File: config.mk
export PLATFORM = sky130hd
export DESIGN_NAME = phy_reset_seq
export DESIGN_NICKNAME = d
export VERILOG_FILES = /design/src/rtl/phy_reset_seq.sv
export SDC_FILE = /design/constraint.sdc
export NUM_CORES = 1
export LEC_CHECK = 0
export CAP_MARGIN = 20
export CORE_MARGIN = 2
export CORE_UTILIZATION = 40
export DETAILED_ROUTE_END_ITERATION = 8
export GPL_ROUTABILITY_DRIVEN = 0
export HOLD_SLACK_MARGIN = 0.05
export MAX_ROUTING_LAYER = met4
export PLACE_DENSITY = 0.69
export SYNTH_ARGS = -nofsm -noshare
export SYNTH_HDL_FRONTEND = slang
export SYNTH_SLANG_ARGS = --single-unit
File: constraint.sdc
create_clock -name clk -period 5.39 [get_ports clk]
set_input_delay 1.078 -clock clk [delete_from_list [all_inputs] [get_ports clk]]
set_output_delay 1.078 -clock clk [all_outputs]
set_load 0.01 [all_outputs]
File: src/rtl/phy_reset_seq.sv
// phy_reset_seq
//
// Multi-channel PHY reset sequencer. After power-up (or rst) every channel's
// active-low reset is held for ASSERT_CYCLES. The channels are then released
// one at a time in ascending index order, STAGGER_CYCLES apart. After a
// further SETTLE_CYCLES the released channels report done. Once the
// sequencer is idle, a request can re-run the same sequence on any subset
// of channels. Channels outside the subset are left untouched.
//
// Ports
//   clk          in   sequencer clock
//   rst          in   asynchronous active-high reset; restarts the power-up sequence
//   i_req        in   single-cycle re-reset request
//   i_sel        in   channel mask, sampled together with i_req
//   o_phy_resetn out  active-low PHY resets, one per channel (registered)
//   o_done       out  per-channel "out of reset and settled" (registered)
//   o_busy       out  a sequence is in progress (registered)
//   o_req_drop   out  one-cycle pulse when a request arrives while busy (registered)

module phy_reset_seq #(
    parameter int unsigned NUM_CH         = 2,
    parameter int unsigned CNT_W          = 16,
    parameter int unsigned ASSERT_CYCLES  = 65535,
    parameter int unsigned STAGGER_CYCLES = 256,
    parameter int unsigned SETTLE_CYCLES  = 1024
) (
    input  logic              clk,
    input  logic              rst,
    input  logic              i_req,
    input  logic [NUM_CH-1:0] i_sel,
    output logic [NUM_CH-1:0] o_phy_resetn,
    output logic [NUM_CH-1:0] o_done,
    output logic              o_busy,
    output logic              o_req_drop
);

    // Terminal counts. A phase ends on the edge where the counter holds N-1,
    // so each phase lasts exactly N edges.
    localparam logic [CNT_W-1:0] ASSERT_LAST  = CNT_W'(ASSERT_CYCLES - 1);
    localparam logic [CNT_W-1:0] STAGGER_LAST = CNT_W'(STAGGER_CYCLES - 1);
    localparam logic [CNT_W-1:0] SETTLE_LAST  = CNT_W'(SETTLE_CYCLES - 1);

    typedef enum logic [1:0] {
        StAssert,
        StRelease,
        StSettle,
        StDone
    } state_t;

    state_t            state_q;
    logic [CNT_W-1:0]  cnt_q;
    logic [NUM_CH-1:0] act_q;   // channels taking part in the current sequence
    logic [NUM_CH-1:0] pend_q;  // channels of act_q not yet released

    // Lowest set bit of a mask. This picks the next channel to release, so
    // unselected indices are skipped with no gap.
    logic [NUM_CH-1:0] act_low;
    logic [NUM_CH-1:0] act_rest;
    logic [NUM_CH-1:0] pend_low;
    logic [NUM_CH-1:0] pend_rest;
    logic              req_valid;

    always_comb begin
        act_low   = act_q & (~act_q + NUM_CH'(1));
        act_rest  = act_q & ~act_low;
        pend_low  = pend_q & (~pend_q + NUM_CH'(1));
        pend_rest = pend_q & ~pend_low;
        // An empty mask is a no-op everywhere, so it is never dropped either.
        req_valid = i_req && (|i_sel);
    end

    always_ff @(posedge clk or posedge rst) begin
        if (rst) begin
            state_q      <= StAssert;
            cnt_q        <= '0;
            act_q        <= '1;
            pend_q       <= '0;
            o_phy_resetn <= '0;
            o_done       <= '0;
            o_busy       <= 1'b1;
            o_req_drop   <= 1'b0;
        end else begin
            // While busy (anything but StDone), the request is refused.
            // A request on the edge that enters StDone is refused too.
            o_req_drop <= req_valid && (state_q != StDone);

            unique case (state_q)
                StAssert: begin
                    if (cnt_q == ASSERT_LAST) begin
                        // The first selected channel is released on entry to RELEASE.
                        cnt_q        <= '0;
                        o_phy_resetn <= o_phy_resetn | act_low;
                        pend_q       <= act_rest;
                        state_q      <= (act_rest == '0) ? StSettle : StRelease;
                    end else begin
                        cnt_q <= cnt_q + CNT_W'(1);
                    end
                end

                StRelease: begin
                    if (cnt_q == STAGGER_LAST) begin
                        cnt_q        <= '0;
                        o_phy_resetn <= o_phy_resetn | pend_low;
                        pend_q       <= pend_rest;
                        if (pend_rest == '0) begin
                            state_q <= StSettle;
                        end
                    end else begin
                        cnt_q <= cnt_q + CNT_W'(1);
                    end
                end

                StSettle: begin
                    if (cnt_q == SETTLE_LAST) begin
                        cnt_q   <= '0;
                        o_done  <= o_done | act_q;
                        o_busy  <= 1'b0;
                        state_q <= StDone;
                    end else begin
                        cnt_q <= cnt_q + CNT_W'(1);
                    end
                end

                StDone: begin
                    if (req_valid) begin
                        // Only the selected channels restart; the others keep their values.
                        act_q        <= i_sel;
                        o_phy_resetn <= o_phy_resetn & ~i_sel;
                        o_done       <= o_done & ~i_sel;
                        o_busy       <= 1'b1;
                        cnt_q        <= '0;
                        state_q      <= StAssert;
                    end
                end

                default: state_q <= StAssert;
            endcase
        end
    end

endmodule

* After elaboration in Yosys (flattened, before gate mapping)
Cells that the tools add are included.
W data, S select, Z words.
** Operators by class
- Eq/ne operators :: 12
- Bitwise logic cells :: 14
- Muxes and demuxes :: 25
- Reductions and logical operators :: 14
- $add $sub $neg :: 3
** Operators by type and width (count)
- $mux W16 :: 4
- $pmux W16 S4 :: 1
- $mux W2 :: 13
- $add A16 B1 Y16 const B :: 1
- $eq A16 B10 Y1 const B :: 1
- $eq A16 B16 Y1 const B :: 1
- $eq A16 B8 Y1 const B :: 1
- $and A2 B2 Y2 :: 6
- $ne A2 B2 Y1 const B :: 6
- $not A2 Y2 :: 5
- $pmux W2 S2 :: 2
- $pmux W2 S4 :: 1
- $logic_not A2 Y1 :: 3
- $or A2 B2 Y2 :: 3
- $pmux W2 S3 :: 1
- $reduce_and A3 Y1 :: 2
- $reduce_and A5 Y1 :: 1
- $add A2 B1 Y2 const B :: 2
- $eq A2 B2 Y1 const B :: 2
- $reduce_and A4 Y1 :: 1
- $reduce_bool A2 Y1 :: 2
- $reduce_bool A3 Y1 :: 1
- $eq A2 B1 Y1 const B :: 1
- $logic_and A1 B1 Y1 :: 2
- 4 further kinds :: 5
** Word-level totals
- Bits in registers :: 28
- Input bits :: 5
- Logic and storage cells :: 76
- Output and inout bits :: 6

* Longest topological paths before layout
- Word-level depth :: 9
- Depth in mapped cells :: 8
- Depth with buffers taken out :: 7

* Worst setup path after synthesis
Ideal clock, no wire load.
- Path type :: input to register
- From :: input i_sel[0]
- To :: register state_q[0]
- Library setup time :: 125 ps
- Arrival time :: 2249 ps
- Setup slack :: 3016 ps
- Stages :: 5
- Buffers on the path :: 0
- Required time :: 5265 ps
- Cells stage by stage :: o21ai_0 -> nand2_1 -> o21ai_0 -> nor2_1 -> mux2_2
** Between the ends
- Word-level cells in the longest chain between the ends :: 4
** Ends and longest elaborated chain
- from (decl) :: line 30 : input logic [NUM_CH-1:0] i_sel,
- $reduce_or A2 Y1 :: line 69 : req_valid = i_req && (|i_sel);
- $logic_and A1 B1 Y1 :: line 69
- $ne A2 B2 Y1 (no line)
- $reduce_and A5 Y1 (no line)
- to (signal assigned) :: line 74 : state_q <= StAssert;
- to (signal assigned) :: line 94 : state_q <= (act_rest == '0) ? StSettle : StRelease;
- to (signal assigned) :: line 106 : state_q <= StSettle;
- to (decl) :: line 50 : state_t state_q;
Every way passes these cells.
A chain may end at the register's enable or synchronous reset.

* Worst setup path after layout
- From :: input i_sel[1]
- To :: register cnt_q[1]
** Between the ends
- Word-level cells in the longest chain between the ends :: 3
** Ends and longest elaborated chain
- $reduce_or A2 Y1 :: line 69
- $logic_and A1 B1 Y1 :: line 69
- $ne A2 B2 Y1 (no line)
- to (signal assigned) :: line 96 : cnt_q <= cnt_q + CNT_W'(1);
- to (signal assigned) :: line 109 : cnt_q <= cnt_q + CNT_W'(1);
- to (signal assigned) :: line 120 : cnt_q <= cnt_q + CNT_W'(1);
- to (decl) :: line 51 : logic [CNT_W-1:0] cnt_q;
Every way passes these cells.

==> flow_metrics.py <==
metrics = {
    "status": {
        "status": "completed",
    },
    "routing": {
        "dr.pass1.iters": 4,
        "via_per_inst": 5.50,
        "drt_iter0_drc": 92,
        "vias": 1182,
        "antenna_left": 0,
        "drc": 0,
        "drt-wirelength-per-cell_um": 13.8,
        "drt_wl_total_um": 2970,
    },
    "cells_and_area": {
        "layout_common_cells": "dfrtp_1, nor2_1, nand2_1, clkdlybuf4s50_1",
        "diodes": 0,
        "fin_cells": 215,
        "syn_to_final_growth_pct": 14.3,
        "utilization": 0.482,
        "nNetsFinal": 179,
        "final_common_cell": "dfrtp_1",
        "drive_above_1_share": 0.144,
    },
    "timing": {
        "fin_hold_ws_ns": 0.516,
        "min_period_ns": 3.00,
        "rsz0062_at_grt": "false",
        "setup_violations": 0,
        "period_share": 0.556,
        "hold_violations": 0,
        "final_max_slew_viol_count": 0,
        "finalSetupTns_ns": 0,
        "tightest_slew_ns": 0.818,
        "timing.fmax_mhz": 334,
        "fin_skew_ns": 0.00561,
        "slew_headroom": 0.441,
    },
    "clock_network": {
        "cts_tree": "done",
        "cts-hold-fix-buffers": 0,
        "cts_resized": 0,
        "root_buffer": "clkbuf_8",
        "cts.path.max_buffers": 2,
        "clk_latency_ns": 0.27,
        "numCtsBuffers": 3,
        "postCtsSetupBuffers": 0,
        "clkSinkCount": 27,
        "ctsHtreeMaxLevel": 1,
        "path_clk_slew_ns": 0.09,
    },
    "die": {
        "die_w_um": 66.4,
        "rows": 22,
        "core_mm2": 0.00369,
        "io_pins": 11,
        "initial_core_util": 0.422,
        "dieArea_mm2": 0.00440,
        "die-height_um": 66.4,
    },
    "global_route": {
        "grt_max_degree": 28,
        "grt_use_total": 0.162,
        "antenna_found_initial": 0,
        "grt_overflow_total": 0,
        "grt_pass1_vias": 1184,
        "grt_pass1_wl_um": 5270,
    },
    "critical_path": {
        "crit_required_ns": 5.58,
        "cp-end-kind": "flip-flop",
        "crit_top_cell": "o21ai_0",
        "path_class": "input port to flip-flop",
        "crit_chain": "clkdlybuf4s50_1 > o21ai_0 > nand2_1 > o21ai_0 > nor2_2 > a211oi_1",
        "cp_num_buf_inv": 1,
        "worst_setup_path_start_kind": "input port",
        "cp_max_fo": 15,
        "worstPathArrival_ns": 3.18,
        "slowest_delay_ns": 0.55,
        "crit_slowest_cell": "o21ai_0",
        "cpLargestDelayFamily": "compound AO/OA/AOI/OAI gates",
    },
    "power": {
        "seqPwrFrac": 0.619,
        "ir_drop_uv": 124,
        "p_int_mw": 0.261,
        "switching_share": 0.206,
        "pwr-share-comb": 0.039,
        "pwr-share-clk": 0.342,
        "power_mw": 0.328,
        "switchingPower_mw": 0.0675,
        "power_leakage_nw": 0.747,
        "power.density_mw_per_mm2": 185,
    },
    "worst_hold_path": {
        "hold_class": "flip-flop to flip-flop",
    },
    "logic_synthesis": {
        "synth_flop_cell": "dfrtp_1",
        "async_reset_ff_frac": 1.00,
        "synth_edf_count": 0,
        "syn_inst": 154,
        "avgSynthCellArea_um2": 10.1,
        "synth_nets": 165,
        "synth_area_leaders": "dfrtp_1, dfstp_2, xor2_1",
        "syn_area_mm2": 0.00156,
        "ys_seq_elements": 27,
        "yosysSeqAreaShare": 0.437,
        "yosys_warnings": 0,
        "synth_top_area_frac": 0.386,
        "synth.largest_area_cell": "dfrtp_1",
        "synth_cell_types": 40,
    },
    "placed_design": {
        "dpl.hpwl_um": 2200,
        "io_buffers": 10,
        "dp.cells": 210,
    },
    "job": {
        "cap_violations": 0,
    },
}
## power groups by stage
| stage | logic, mW | registers (mW) | clock network [mW] |
|---|---|---|---|
| 2_1_floorplan | 0.00429 | 0.207 | 0 |
| 3_3_place_gp | 0.0105 | 0.207 | 0 |
| 3_5_place_dp | 0.0107 | 0.207 | 0 |
| 4_1_cts | 0.0107 | 0.203 | 0.117 |
| 5_1_grt | 0.0145 | 0.203 | 0.126 |
| 6_report | 0.0129 | 0.203 | 0.112 |
## Yosys cell counts (3+ instances only)
| library cell | instances |
|---|---|
| o21ai_0 | 7 |
| inv_1 | 9 |
| nand3_1 | 6 |
| nand2_1 | 11 |
| ha_1 | 6 |
| mux2_2 | 3 |
| xor2_1 | 9 |
| dfrtp_1 | 24 |
| xnor2_1 | 5 |
| dfstp_2 | 3 |
| nand4_1 | 7 |
| a21oi_1 | 9 |
| nor2_1 | 20 |
| and4_1 | 4 |
## sequential cells by signal (all words and copies together), names as in the netlist
signal and count:
o_req_drop 1, state_q 2, o_phy_resetn 2, pend_q 1, o_done 2, cnt_q 16
o_busy 1, act_q 2
## worst register-to-register path: stages (launching register included)
cell	delay, ns
dfrtp_1	0.46
ha_1	0.30
nand4_1	0.32
o41ai_4	0.55
a21oi_1	0.16
nor2_2	0.47
nor2_1	0.13
## per-layer routing
metal  part of all wire  global-route usage  vias to the layer above
li1                   -                   -                      579
met1               0.47               0.197                      571
met2               0.49               0.266                       27
met3              0.032              0.0409                        5
met4              0.013              0.0459                        0
met5                  0                   -                        -
## metrics by stage
| step | cell area (µm²) | worst slack (ns) |
|---|---|---|
| floorplan | 1560 | 3.02 |
| global placement | 1700 | 2.26 |
| detailed placement | 1700 | 2.18 |
| CTS | 1750 | 2.45 |
| global route | 1780 | 2.26 |
| finish | 1780 | 2.39 |
## cell type report
cell class                      count  area (µm²)
Fill cell                         352        1910
Multi-Input combinational cell    116         831
Sequential cell                    27         679
Timing Repair Buffer               11         128
Tap cell                           48        60.1
Clock buffer                        3        41.3
Inverter                            9        33.8
Clock inverter                      1        5.00
## worst paths after layout
path	startpoint	to	slack, ns	cells after the start
max in group asynchronous	rst	act_q[0]	3.90	3
max	i_sel[1]	cnt_q[1]	2.39	6
min in group asynchronous	rst	o_done[0]	1.02	2
max reg2reg	cnt_q[1]	cnt_q[3]	2.87	6
min	o_phy_resetn[1]	o_phy_resetn[1]	0.52	1
min reg2reg	o_phy_resetn[1]	o_phy_resetn[1]	0.52	1
## cell families (layout without fill, tap and decap cells)
family                   Yosys count  count (layout)  share of synthesized area
AO/OA/AOI/OAI                     30              30                      0.159
AND/OR/NAND/NOR                   61              61                      0.213
adder cells (fa/ha/maj)            6               6                     0.0483
XOR/XNOR                          14              14                     0.0788
flip-flops                        27              27                      0.437
multiplexers                       5               5                     0.0346
buffers and inverters             11              24                     0.0290
Note: power is estimated with default switching activity, not from simulation.
